--- src/rtl/uart_rx_param.sv ---
// Parameterised UART receiver: 16x oversampling, optional parity, 1 or 2 stop bits,
// single-entry holding register with ack handshake and sticky overrun flag.
`timescale 1ns/1ps
module uart_rx_param #(
    parameter int unsigned CLK_FREQ  = 100000000,
    parameter int unsigned BAUD      = 9600,
    parameter int unsigned DATA_BITS = 8,
    parameter int unsigned PARITY    = 0,
    parameter int unsigned STOP_BITS = 1
) (
    input  logic                 sys_clk,
    input  logic                 reset,
    input  logic                 UART_RX,
    input  logic                 rx_ack,
    output logic [DATA_BITS-1:0] rx_data,
    output logic                 rx_valid,
    output logic                 frame_err,
    output logic                 parity_err,
    output logic                 overrun,
    output logic                 busy
);

    localparam int unsigned DIV_RAW = CLK_FREQ / (BAUD * 16);
    localparam int unsigned DIV     = (DIV_RAW == 0) ? 1 : DIV_RAW;
    localparam int unsigned DIV_W   = (DIV > 1) ? $clog2(DIV) : 1;
    localparam int unsigned OS_W    = 4;
    localparam int unsigned BIT_W   = 4;

    localparam logic [DIV_W-1:0] DIV_LAST  = DIV_W'(DIV - 1);
    localparam logic [OS_W-1:0]  OS_MID    = OS_W'(7);
    localparam logic [BIT_W-1:0] DATA_LAST = BIT_W'(DATA_BITS - 1);
    localparam logic [BIT_W-1:0] STOP_LAST = BIT_W'(STOP_BITS - 1);
    localparam logic             PAR_EN    = (PARITY != 0);
    localparam logic             PAR_ODD   = (PARITY == 1);

    typedef enum logic [2:0] {
        S_IDLE,
        S_START,
        S_DATA,
        S_PAR,
        S_STOP
    } state_t;

    state_t                 r_state;
    state_t                 w_state_nxt;

    logic                   r_rx_meta;
    logic                   r_rx_sync;
    logic                   r_rx_prev;

    logic [DIV_W-1:0]       r_div_cnt;
    logic [OS_W-1:0]        r_os_cnt;
    logic [BIT_W-1:0]       r_bit_cnt;
    logic [DATA_BITS-1:0]   r_shift;
    logic                   r_ferr_acc;
    logic                   r_perr_acc;

    logic [DATA_BITS-1:0]   r_rx_data;
    logic                   r_rx_valid;
    logic                   r_frame_err;
    logic                   r_parity_err;
    logic                   r_overrun;
    logic                   r_busy;

    logic                   w_tick;
    logic                   w_sample;
    logic                   w_fall;
    logic                   w_shift_en;
    logic                   w_par_en;
    logic                   w_stop_en;
    logic                   w_done;
    logic                   w_par_calc;
    logic                   w_perr_bit;
    logic                   w_ferr_new;
    logic                   w_load;

    // Two-flop synchronizer plus one history flop for edge detection
    always_ff @(posedge sys_clk or posedge reset) begin
        if (reset) begin
            r_rx_meta <= 1'b1;
            r_rx_sync <= 1'b1;
            r_rx_prev <= 1'b1;
        end else begin
            r_rx_meta <= UART_RX;
            r_rx_sync <= r_rx_meta;
            r_rx_prev <= r_rx_sync;
        end
    end

    assign w_fall   = r_rx_prev & ~r_rx_sync;
    assign w_tick   = (r_div_cnt == DIV_LAST);
    assign w_sample = w_tick && (r_os_cnt == OS_MID);

    // Parity over payload plus received parity bit; the mismatch sense depends on mode
    assign w_par_calc = ^{r_shift, r_rx_sync};
    assign w_perr_bit = PAR_ODD ? ~w_par_calc : w_par_calc;
    assign w_ferr_new = r_ferr_acc | ~r_rx_sync;
    assign w_load     = w_done && (!r_rx_valid || rx_ack);

    always_ff @(posedge sys_clk or posedge reset) begin
        if (reset) begin
            r_state <= S_IDLE;
        end else begin
            r_state <= w_state_nxt;
        end
    end

    always_comb begin
        w_state_nxt = r_state;
        w_shift_en  = 1'b0;
        w_par_en    = 1'b0;
        w_stop_en   = 1'b0;
        w_done      = 1'b0;
        case (r_state)
            S_IDLE: begin
                if (w_fall) begin
                    w_state_nxt = S_START;
                end
            end
            S_START: begin
                if (w_sample) begin
                    w_state_nxt = r_rx_sync ? S_IDLE : S_DATA;
                end
            end
            S_DATA: begin
                if (w_sample) begin
                    w_shift_en = 1'b1;
                    if (r_bit_cnt == DATA_LAST) begin
                        w_state_nxt = PAR_EN ? S_PAR : S_STOP;
                    end
                end
            end
            S_PAR: begin
                if (w_sample) begin
                    w_par_en    = 1'b1;
                    w_state_nxt = S_STOP;
                end
            end
            S_STOP: begin
                if (w_sample) begin
                    w_stop_en = 1'b1;
                    if (r_bit_cnt == STOP_LAST) begin
                        w_done      = 1'b1;
                        w_state_nxt = S_IDLE;
                    end
                end
            end
            default: begin
                w_state_nxt = S_IDLE;
            end
        endcase
    end

    // Baud tick divider and oversample counter, held at zero while idle
    always_ff @(posedge sys_clk or posedge reset) begin
        if (reset) begin
            r_div_cnt <= '0;
            r_os_cnt  <= '0;
        end else if (r_state == S_IDLE) begin
            r_div_cnt <= '0;
            r_os_cnt  <= '0;
        end else begin
            r_div_cnt <= w_tick ? '0 : r_div_cnt + DIV_W'(1);
            if (w_tick) begin
                r_os_cnt <= r_os_cnt + OS_W'(1);
            end
        end
    end

    // Frame assembly: bit counter restarts on every phase change
    always_ff @(posedge sys_clk or posedge reset) begin
        if (reset) begin
            r_bit_cnt  <= '0;
            r_shift    <= '0;
            r_ferr_acc <= 1'b0;
            r_perr_acc <= 1'b0;
        end else begin
            if (w_state_nxt != r_state) begin
                r_bit_cnt <= '0;
            end else if (w_sample) begin
                r_bit_cnt <= r_bit_cnt + BIT_W'(1);
            end
            if (w_shift_en) begin
                r_shift <= {r_rx_sync, r_shift[DATA_BITS-1:1]};
            end
            if (r_state == S_IDLE) begin
                r_ferr_acc <= 1'b0;
                r_perr_acc <= 1'b0;
            end else begin
                if (w_stop_en && !r_rx_sync) begin
                    r_ferr_acc <= 1'b1;
                end
                if (w_par_en) begin
                    r_perr_acc <= w_perr_bit;
                end
            end
        end
    end

    // Holding register and consumer handshake
    always_ff @(posedge sys_clk or posedge reset) begin
        if (reset) begin
            r_rx_data    <= '0;
            r_rx_valid   <= 1'b0;
            r_frame_err  <= 1'b0;
            r_parity_err <= 1'b0;
            r_overrun    <= 1'b0;
            r_busy       <= 1'b0;
        end else begin
            r_busy <= (w_state_nxt != S_IDLE);
            if (w_load) begin
                r_rx_data    <= r_shift;
                r_rx_valid   <= 1'b1;
                r_frame_err  <= w_ferr_new;
                r_parity_err <= r_perr_acc;
                if (rx_ack && r_rx_valid) begin
                    r_overrun <= 1'b0;
                end
            end else if (w_done) begin
                r_overrun <= 1'b1;
            end else if (rx_ack && r_rx_valid) begin
                r_rx_valid   <= 1'b0;
                r_frame_err  <= 1'b0;
                r_parity_err <= 1'b0;
                r_overrun    <= 1'b0;
            end
        end
    end

    assign rx_data    = r_rx_data;
    assign rx_valid   = r_rx_valid;
    assign frame_err  = r_frame_err;
    assign parity_err = r_parity_err;
    assign overrun    = r_overrun;
    assign busy       = r_busy;

endmodule
--- config.mk ---
export PLATFORM = sky130hd
export DESIGN_NAME = uart_rx_param
export DESIGN_NICKNAME = d
export VERILOG_FILES = /design/src/rtl/uart_rx_param.sv
export SDC_FILE = /design/constraint.sdc
export NUM_CORES = 1
export LEC_CHECK = 0
export ABC_CLOCK_PERIOD_IN_PS = 2200
export CORE_MARGIN = 4
export CORE_UTILIZATION = 34
export CTS_BUF_LIST = sky130_fd_sc_hd__clkbuf_2
export DETAILED_ROUTE_END_ITERATION = 8
export MAX_ROUTING_LAYER = met4
export PLACE_DENSITY_LB_ADDON = 0.1
export SLEW_MARGIN = 20
export SYNTH_ARGS = -nofsm -noshare
export SYNTH_HDL_FRONTEND = slang
export SYNTH_SLANG_ARGS = --single-unit
--- constraint.sdc ---
create_clock -name sys_clk -period 2.2 [get_ports sys_clk]
set_input_delay 0.33 -clock sys_clk [delete_from_list [all_inputs] [get_ports sys_clk]]
set_output_delay 0.33 -clock sys_clk [all_outputs]
set_load 0.02 [all_outputs]
==> flow_summary.toml, run 1 <==
[routing]
antenna_left = 0
drc = 0
dr.pass1.iters = 4
wl_per_cell_um = 13.8
drt_iter0_drc = 47
vias_per_cell = 4.99
wirelength_um = 4370
via_count = 1576

[floorplan]
start_util = 0.356
dieArea_um2 = 8150
io_pins = 17
dieWidth_um = 90.3
num_rows = 29
fp.dieH_um = 90.3
core-area_um2 = 6460

[pwr]
pwr_density_cell_nw_per_um2 = 611
p_leak_nw = 1.24
p_sw_frac = 0.279
pwr-share-comb = 0.135
switching_power_mw = 0.470
p_total_mw = 1.68
intPower_mw = 1.21
p_seq_frac = 0.575
peakVddDrop_uv = 283
p_clk_frac = 0.289

[sta]
clock_skew_ns = 0.0278
hold_viol_final = 0
tightestPinTransition_ns = 0.631
post-route-min-period_ns = 2.07
finalSetupTns_ns = 0
slew_viol_final = 0
max_freq_mhz = 484
slew_headroom = 0.576
finalWorstSetupSlack_ns = 0.135
timing.final.crit_share = 0.939
setup_viol = 0
grt_setup_unrepaired = "false"

[global_routing]
grtUsageTotal = 0.114
grt_pass1_vias = 1543
grt_pass1_wl_um = 7380
antenna_found_initial = 0
grt_max_degree = 30
grt.overflow.total = 0

[place]
gp_congestion = 0.776
port_buffers = 16
dp_slack_ns = 0.00689
dp.cells = 308
place.detailed.hpwl_um = 3130

[logic_synthesis]
ys_ff_latch = 47
synth.area.top_cells = "dfrtp_1 48%, mux2_2 7.8%, xnor2_1 4.6%"
synth_ff_type = "dfrtp_1"
synth-edff-count = 0
syn_area_um2 = 2300
yosys_warnings = 0
synth_top_area_frac = 0.478
synth_nets = 214
netlist_instances = 205
synth.distinct_cells = 46
async_flop_share = 1.00
synth-seq-area-share = 0.513
avgSynthCellArea_um2 = 11.2
synth_top_area_cell = "dfrtp_1"

[worst_setup_path]
r2r-start = "r_div_cnt[5]"
cp_max_fo = 15
cp-start-kind = "flip-flop"
end_kind = "flip-flop"
critical_path_class = "reg2reg"
crit_start = "r_div_cnt[5]"
arrival_ns = 2.47
critical_path_required_ns = 2.60

[clock_network]
htree_levels = 2
tritoncts = "built"
cts_setup_buffers = 0
clk_latency_ns = 0.43
clk_pin_slew_ns = 0.26
clock_sinks = 47
clock_path_buffers = 2
cts_buffers = 5
cts-root-buf = "clkbuf_2"

[flow_run]
maxCapViolations = 0

[run_status]
outcome = "finished, final reports clean"

[cells_and_area]
stdcell_count = 316
area_growth_pct = 19.8
antennaDiodeCount = 0
nNetsFinal = 247
utilization = 0.427
fillers = 624
drive_gt1_frac = 0.201

[min_path]
hold_path_class = "in2async"
routing by layer:
metal / wire, um / track usage / part of all wire / vias to the layer above
met5: 0 / - / 0 / -
met3: 133 / 0.0333 / 0.030 / 3
met2: 1970 / 0.166 / 0.45 / 29
li1: - / - / - / 795
met4: 34 / 0.0306 / 0.0078 / 0
met1: 2230 / 0.154 / 0.51 / 749
worst max-delay path: stages, from the launching register on:
cell	delay (ns)
dfrtp_1	0.51
nor4b_4	0.37
nand4_4	0.29
buf_4	0.24
a2111oi_0	0.45
a221o_1	0.17
Yosys cell counts (2+ instances only):
| library cell | instances |
|---|---|
| a21oi_1 | 5 |
| xor2_1 | 5 |
| ha_1 | 5 |
| dfrtp_1 | 44 |
| nor3_1 | 3 |
| nand3_1 | 7 |
| nor2b_1 | 8 |
| a32oi_1 | 2 |
| nand4_1 | 4 |
| dfstp_2 | 3 |
| a31oi_1 | 2 |
| or3_1 | 3 |
| nand3b_1 | 2 |
| o21ai_0 | 7 |
| xnor2_1 | 12 |
| a211oi_1 | 4 |
| nand2_1 | 13 |
| inv_1 | 7 |
| clkbuf_1 | 4 |
| mux2_2 | 16 |
| nor2_1 | 21 |
| and3b_1 | 4 |
layout by cell type (no fill, tap or decap), types with 2 or more instances in the layout:
cell             count
a211oi_1             4
a21oi_1              5
a31oi_1              2
a32oi_1              2
and3b_1              4
buf_12               2
buf_4               14
clkbuf_2             5
clkdlybuf4s50_1     16
dfrtp_1             44
dfstp_2              3
ha_1                 5
inv_1                6
mux2_2              16
nand2_1             13
nand3_1              7
nand3b_1             2
nand4_1              4
nor2_1              21
nor2b_1              8
nor3_1               3
o21ai_0              7
or3_1                3
xnor2_1             12
xor2_1               5
power by group through the flow:
stage / clock (mW) / sequential (mW) / combinational, mW
3_5_place_dp: 0 / 0.987 / 0.232
3_3_place_gp: 0 / 0.987 / 0.233
5_1_grt: 0.548 / 0.978 / 0.259
6_report: 0.488 / 0.969 / 0.228
4_1_cts: 0.513 / 0.972 / 0.233
2_1_floorplan: 0 / 0.984 / 0.149
state kept, by name, summed over array words and instances, names as in the netlist, 3 cells and up:
signal     flops
r_div_cnt     10
r_os_cnt       4
rx_data        8
r_bit_cnt      4
r_shift        8
r_state        3
metrics by stage:
| step | cell area (um2) | hold WS (ns) |
|---|---|---|
| after global routing | 2760 | 0.139 |
| after CTS | 2750 | 0.145 |
| after detailed placement | 2680 | 0.349 |
| after global placement | 2680 | 0.349 |
| final | 2760 | 0.165 |
| after floorplan | 2300 | 0.334 |
cell families (layout without fill, tap and decap cells):
logic type,count (synthesis),after routing,synth area share
AO/OA/AOI/OAI,27,27,0.0783
XOR/XNOR,18,18,0.0745
adder cells (fa/ha/maj),5,5,0.0272
buffers and inverters,13,47,0.0234
flip-flops,47,47,0.513
multiplexers,17,17,0.0826
AND/OR/NAND/NOR,78,78,0.202
area by class of cell:
cell class | count | area [um2] | area share
Sequential cell | 47 | 1180 | 0.428
Tap cell | 77 | 96.3 | 0.0349
Clock buffer | 5 | 25.0 | 0.00907
Clock inverter | 3 | 42.5 | 0.0154
Multi-Input combinational cell | 145 | 1080 | 0.393
Timing Repair Buffer | 32 | 305 | 0.111
Inverter | 7 | 26.3 | 0.00952
path summary, 6_finish.rpt:
path / to / slack, ns / cells past startpoint
setup reg to reg: frame_err / 0.13 / 5
hold reg to reg: r_rx_sync / 0.38 / 0
min in group sys_clk: r_rx_meta / 0.26 / 1
hold / removal: rx_data[1] / 0.16 / 2
max in group asynchronous: r_rx_prev / 1.46 / 3
setup / recovery: frame_err / 0.13 / 5
repair_timing:
action,in CTS,in global routing
resized for setup,1,1
pin swaps,0,0
setup endpoints to repair,8,3
hold buffers,0,0
Power figures use the tool's default switching activity.
==> inputs of run 2 (changes only) <==
--- a/config.mk
+++ b/config.mk
@@ -6,9 +6,11 @@
 export NUM_CORES = 1
 export LEC_CHECK = 0
 export ABC_CLOCK_PERIOD_IN_PS = 2200
+export CAP_MARGIN = 5
 export CORE_MARGIN = 4
 export CORE_UTILIZATION = 34
 export CTS_BUF_LIST = sky130_fd_sc_hd__clkbuf_2
+export CTS_CLUSTER_DIAMETER = 50
 export DETAILED_ROUTE_END_ITERATION = 8
 export MAX_ROUTING_LAYER = met4
 export PLACE_DENSITY_LB_ADDON = 0.1
==> results of run 2 <==
No change in the layout: final DEF, timing and power equal those of run 1.
